File: src/rtl/ac_exec_seq.sv
`timescale 1ns/1ps
// ac_exec_seq: AC/DR/E execution sequencer (optional INDIRECT_EN adds the IND operand-address read).
// Latency: reg-ref done at accept+2, direct mem-ref +3, indirect +4, plus one per memory wait cycle.
// Backpressure: instr_ready only in IDLE; mem_req is held until mem_rvalid.
module ac_exec_seq #(
    parameter int          ADDR_W = 12,
    parameter logic [15:0] AC_RST = 16'h0000
) (
    input  logic              clk,
    input  logic              rst_n,
    input  logic              instr_valid,
    output logic              instr_ready,
    input  logic [15:0]       ir,
    output logic              mem_req,
    output logic [ADDR_W-1:0] mem_addr,
    input  logic [15:0]       mem_rdata,
    input  logic              mem_rvalid,
    output logic [3:0]        alu_code,
    output logic              alu_ei,
    input  logic [15:0]       alu_data,
    input  logic              alu_eo,
    output logic [15:0]       ac,
    output logic [15:0]       dr,
    output logic              e,
    output logic              done,
    output logic              skip,
    output logic              err
);

    typedef enum logic [2:0] {
        S_IDLE  = 3'd0,
`ifdef INDIRECT_EN
        S_IND   = 3'd1,
`endif
        S_FETCH = 3'd2,
        S_EXEC  = 3'd3,
        S_DONE  = 3'd4
    } state_t;

    typedef enum logic [3:0] {
        OP_NOP, OP_AND, OP_ADD, OP_LDA, OP_CLA, OP_CLE, OP_CMA, OP_CME,
        OP_CIR, OP_CIL, OP_INC, OP_SPA, OP_SNA, OP_SZA, OP_SZE
    } op_t;

    state_t            state, state_nxt;
    op_t               op;
    logic [2:0]        opc_q;
    logic [10:0]       rr_q;
    logic [ADDR_W-1:0] addr_q;
    logic [15:0]       ac_q, dr_q;
    logic              e_q, skip_q, err_q;
    logic [16:0]       add_sum;
    logic              accept, mem_in, rr_in;

    assign accept  = instr_valid && instr_ready;
    assign mem_in  = (ir[14:12] == 3'b000) || (ir[14:12] == 3'b001) || (ir[14:12] == 3'b010);
    assign rr_in   = (ir[14:12] == 3'b111) && !ir[15];
    assign add_sum = {1'b0, ac_q} + {1'b0, dr_q};

    // Register-ref: only the highest set bit of ir[11:1] (rr_q[10] = bit 11) executes.
    always_comb begin
        op = OP_NOP;
        case (opc_q)
            3'b000: op = OP_AND;
            3'b001: op = OP_ADD;
            3'b010: op = OP_LDA;
            3'b111: begin
                if      (rr_q[10]) op = OP_CLA;
                else if (rr_q[9])  op = OP_CLE;
                else if (rr_q[8])  op = OP_CMA;
                else if (rr_q[7])  op = OP_CME;
                else if (rr_q[6])  op = OP_CIR;
                else if (rr_q[5])  op = OP_CIL;
                else if (rr_q[4])  op = OP_INC;
                else if (rr_q[3])  op = OP_SPA;
                else if (rr_q[2])  op = OP_SNA;
                else if (rr_q[1])  op = OP_SZA;
                else if (rr_q[0])  op = OP_SZE;
                else               op = OP_NOP;
            end
            default: op = OP_NOP;
        endcase
    end

    always_ff @(posedge clk or negedge rst_n) begin
        if (!rst_n) state <= S_IDLE;
        else        state <= state_nxt;
    end

    always_comb begin
        state_nxt = state;
        case (state)
            S_IDLE: begin
                if (accept) begin
                    if (mem_in) begin
`ifdef INDIRECT_EN
                        state_nxt = ir[15] ? S_IND : S_FETCH;
`else
                        state_nxt = S_FETCH;
`endif
                    end else if (rr_in) begin
                        state_nxt = S_EXEC;
                    end else begin
                        state_nxt = S_DONE;
                    end
                end
            end
`ifdef INDIRECT_EN
            S_IND:   if (mem_rvalid) state_nxt = S_FETCH;
`endif
            S_FETCH: if (mem_rvalid) state_nxt = S_EXEC;
            S_EXEC:  state_nxt = S_DONE;
            S_DONE:  state_nxt = S_IDLE;
            default: state_nxt = S_IDLE;
        endcase
    end

    always_comb begin
        instr_ready = (state == S_IDLE);
        mem_req     = (state == S_FETCH);
`ifdef INDIRECT_EN
        mem_req     = mem_req || (state == S_IND);
`endif
        mem_addr    = addr_q;
        done        = (state == S_DONE);
        skip        = done && skip_q;
        err         = done && err_q;
        alu_code    = 4'b1111;
        if (state == S_EXEC) begin
            case (op)
                OP_ADD:  alu_code = 4'b0000;
                OP_AND:  alu_code = 4'b0001;
                OP_CMA:  alu_code = 4'b0010;
                OP_CIR:  alu_code = 4'b0011;
                OP_CIL:  alu_code = 4'b0100;
                OP_CLA:  alu_code = 4'b0101;
                default: alu_code = 4'b1111;
            endcase
        end
    end

    // Skip tests read ac_q/e_q before this cycle's update lands.
    always_ff @(posedge clk or negedge rst_n) begin
        if (!rst_n) begin
            opc_q  <= 3'b000;
            rr_q   <= '0;
            addr_q <= '0;
            ac_q   <= AC_RST;
            dr_q   <= 16'h0000;
            e_q    <= 1'b0;
            skip_q <= 1'b0;
            err_q  <= 1'b0;
        end else begin
            case (state)
                S_IDLE: begin
                    if (accept) begin
                        opc_q  <= ir[14:12];
                        rr_q   <= ir[11:1];
                        addr_q <= ir[ADDR_W-1:0];
                        skip_q <= 1'b0;
                        err_q  <= !(mem_in || rr_in);
                    end
                end
`ifdef INDIRECT_EN
                S_IND:   if (mem_rvalid) addr_q <= mem_rdata[ADDR_W-1:0];
`endif
                S_FETCH: if (mem_rvalid) dr_q <= mem_rdata;
                S_EXEC: begin
                    case (op)
                        OP_AND, OP_CLA, OP_CMA: ac_q <= alu_data;
                        OP_ADD: begin
                            ac_q <= alu_data;
                            e_q  <= add_sum[16];
                        end
                        OP_LDA: ac_q <= dr_q;
                        OP_CLE: e_q  <= 1'b0;
                        OP_CME: e_q  <= ~e_q;
                        OP_CIR, OP_CIL: begin
                            ac_q <= alu_data;
                            e_q  <= alu_eo;
                        end
                        OP_INC: ac_q   <= ac_q + 16'd1;
                        OP_SPA: skip_q <= ~ac_q[15];
                        OP_SNA: skip_q <= ac_q[15];
                        OP_SZA: skip_q <= (ac_q == 16'h0000);
                        OP_SZE: skip_q <= ~e_q;
                        default: ;
                    endcase
                end
                default: ;
            endcase
        end
    end

    assign ac     = ac_q;
    assign dr     = dr_q;
    assign e      = e_q;
    assign alu_ei = e_q;

endmodule

File: config.mk
export PLATFORM = sky130hd
export DESIGN_NAME = ac_exec_seq
export DESIGN_NICKNAME = d
export VERILOG_FILES = /design/src/rtl/ac_exec_seq.sv
export SDC_FILE = /design/constraint.sdc
export NUM_CORES = 1
export LEC_CHECK = 0
export ABC_AREA = 0
export CORE_MARGIN = 3
export CORE_UTILIZATION = 50
export CTS_CLUSTER_DIAMETER = 60
export CTS_CLUSTER_SIZE = 24
export DETAILED_ROUTE_END_ITERATION = 8
export HOLD_SLACK_MARGIN = 0.06
export PLACE_DENSITY = 0.91
export SYNTH_ARGS = -nofsm -noshare
export SYNTH_HDL_FRONTEND = slang
export SYNTH_SLANG_ARGS = --single-unit
File: constraint.sdc
create_clock -name clk -period 6 [get_ports clk]
set_input_delay 0.9 -clock clk [delete_from_list [all_inputs] [get_ports clk]]
set_output_delay 0.9 -clock clk [all_outputs]
set_load 0.02 [all_outputs]
==> qor.csv <==
stage,metric,value,unit
timing,fin_crit_sh,74.6,%
place,place_ws,1.89,ns
worst_setup_path,rr_endpoint,ac[2]$_DFFE_PN0P_,
timing,rsz0062_at_grt,false,
worst_setup_path,crit_fanout,18,
clock_network,root_buffer,clkbuf_8,
worst_setup_path,worstPathArrival,3.57,ns
timing,setup_viol,0,
synth,postSynth.asyncResetShare,100,%
place,dpl.hpwl,6.95,mm
layout,post-route-util,70.7,%
synth,synthTopCellsByCount,"61 x nand2_1, 53 x dfrtp_1, 28 x nor2_1, 17 x a21oi_1, 17 x ha_1",
pwr,combPwrFrac,58.4,%
floorplanning,start_util,52.1,%
worst_setup_path,start_kind,flip-flop,
floorplanning,die_h,87.8,um
synth,ys_types,62,
timing,timing.final.ws_setup,1.53,ns
min_path,min_from,mem_addr[0]$_DFFE_PN0P_,
job,drv_cap,0,
global_routing,grtUsageMet1,31.3,%
global_routing,antenna_found_initial,0,
layout,n_antenna_cell,0,
drt,wirelength,9.33,mm
drt,firstDrtPassIters,9,
layout,drive_above_1_share,11.3,%
pwr,fin_total_pwr,2.48,mW
clock_network,clk_pin_slew_worst_paths,0.09,ns
clock_network,numCtsBuffers,5,
clock_network,cts.repair.resized,0,
drt,drc,0,
timing,clock_skew,0.0177,ns
clock_network,cts_post_setup_buffers_inserted,0,
worst_setup_path,r2r_start,rr_q[4]$_DFFE_PN0P_,
global_routing,grt_pass1_wl,15.2,mm
min_path,hold_depth,2,
clock_network,clk_latency,0.32,ns
clock_network,clock_sinks,53,
global_routing,globalRoute.busiestLayer,met2,
floorplanning,die_w,87.8,um
synth,synth_area_per_cell,9.65,sq um
pwr,p_leak,1.83,nW
clock_network,h-tree-depth,2,
synth,ys_ff_latch,53,
pwr,p_clk_share,10.4,%
run_status,status,"finished, final reports clean",
global_routing,grt_max_degree,54,
drt,vias,3200,
drt,via_per_inst,6.07,
worst_setup_path,rr_worst_depth,6,
pwr,sw_frac_of_total,46.6,%
timing,relSlewSlack,27.1,%
synth,yosysMostFrequentCell,nand2_1,
worst_setup_path,r2r_slack,3.07,ns
floorplanning,core,6420,sq um
layout,area_growth,35.7,%
synth,synth_area_leaders,"dfrtp_1 40%, nand2_1 6.8%, ha_1 6.4%, mux2_2 5.0%, a221oi_2 3.1%",
synth,ys.warnings.count,0,
synth,synth_edf_count,0,
global_routing,grt_pass1_vias,3162,
timing,max_clock_freq,224,MHz
layout,nets,519,
global_routing,grt_use_met3,5.55,%
synth,yosysTopAreaCellShare,39.6,%
pwr,p_per_area,546,nW/um^2
drt,ant_nets,0,
global_routing,globalRouteOverflowTotal,0,
global_routing,grt_use_total,24.7,%
clock_network,tritoncts,yes,
timing,hold_viol_final,0,
synth,ys_seq_area_share,39.6,%
timing,tns,0,ns
synth,synth-main-ff-cell,dfrtp_1,
drt,routedWlPerCell,17.7,um
worst_setup_path,path_class,reg -> out,
worst_setup_path,endpoint_kind,primary output,
place,place.gp.congestion,0.896,
timing,maxSlewViolCount,0,
pwr,p_switching,1.15,mW
synth,synth_nets,417,
floorplanning,die-area,7710,sq um
global_routing,met2_usage,43.0,%
drt,drt_iter0_markers,275,
timing,tightest_slew,1.08,ns
clock_network,clk_path_buf_depth,2,
min_path,min_to,mem_addr[0]$_DFFE_PN0P_,
place,numPortBuffers,107,
worst_setup_path,startpoint,rr_q[7]$_DFFE_PN0P_,
synth,yosys.area.top_type,dfrtp_1,
pwr,cell_internal_pwr,1.32,mW
floorplanning,io_pins,108,
synth,synthCells,347,
floorplanning,row_count,29,
pwr,p_seq_share,31.2,%
pwr,peakVddDrop,338,uV
worst_setup_path,crit_required,5.10,ns
timing,min_period,4.47,ns
min_path,worstHoldPathType,reg -> reg,
clock_network,hold_buffers,0,
synth,syn-cell-area,3350,sq um
worst max-delay path, cell delays in order (launching register included):
cell and delay [ns]:
dfrtp_1 0.44, or4_4 0.59, nor3_2 0.19, nor2_1 0.09
o31ai_4 0.31, or2_1 0.71, and2_2 0.31, o21ai_1 0.07
clkdlybuf4s50_1 0.55
logic make-up after synthesis:
kind of cell,after synthesis,share of synthesized area [%]
and+or+nand+nor,147,21.8
DFF,53,39.6
xor gates and xnor gates,9,2.36
adders and majority gates,17,6.36
muxes,15,5.05
AOI/OAI and AO/OA,86,21.2
buffers and inverters,20,3.66
cells in the final DEF, fill, tap and decap left out, types with 15 or more instances in the layout:
| master | count |
|---|---|
| o21ai_0 | 15 |
| mux2_2 | 15 |
| dfrtp_1 | 53 |
| nand2_1 | 61 |
| a21oi_1 | 17 |
| nor2_1 | 28 |
| clkdlybuf4s50_1 | 106 |
| ha_1 | 17 |
flip-flops by register name, summed over array words and instances, names as in the netlist:
name and cells:
opc_q 3, ac 16, mem_addr 1, state 3
err_q 1, skip_q 1, alu_ei 1, rr_q 11
dr 16
stage by stage:
| step | cells | cell area (sq um) | hold slack, ns |
|---|---|---|---|
| 6_report | 527 | 4540 | 0.506 |
| 3_5_place_dp | 519 | 4420 | 0.474 |
| 2_1_floorplan | 347 | 3350 | 0.442 |
| 3_3_place_gp | 519 | 4420 | 0.461 |
| 5_1_grt | 527 | 4540 | 0.538 |
| 4_1_cts | 527 | 4540 | 0.505 |
power groups by stage:
stage,Sequential [mW],Clock (mW),Combinational [mW]
after floorplan,0.890,0,0.792
after global placement,0.754,0,1.38
after detailed placement,0.774,0,1.43
after CTS,0.768,0.258,1.44
after global routing,0.800,0.273,1.57
final,0.774,0.257,1.45
per-layer routing:
metal / vias to the layer above / share of wire [%]
met5: - / 0
met4: 0 / 1.6
met1: 1539 / 41
li1: 1480 / -
met3: 22 / 8.0
met2: 159 / 50
layout make-up:
type                            count  area, sq um
Inverter                            7         26.3
Clock buffer                        6         82.6
Fill cell                         478         1880
Sequential cell                    53         1330
Clock inverter                      2         37.5
Multi-Input combinational cell    274         1900
Tap cell                           77         96.3
Timing Repair Buffer              108         1070
how the worst max path moves through the flow:
stage / end / depth (start not counted)
after global routing: alu_code[1] / 8
after CTS: alu_code[1] / 8
after detailed placement: alu_code[1] / 8
final: alu_code[1] / 8
after floorplan: alu_code[1] / 9
after global placement: alu_code[1] / 8
No activity file was read; power rests on OpenSTA's default activity.
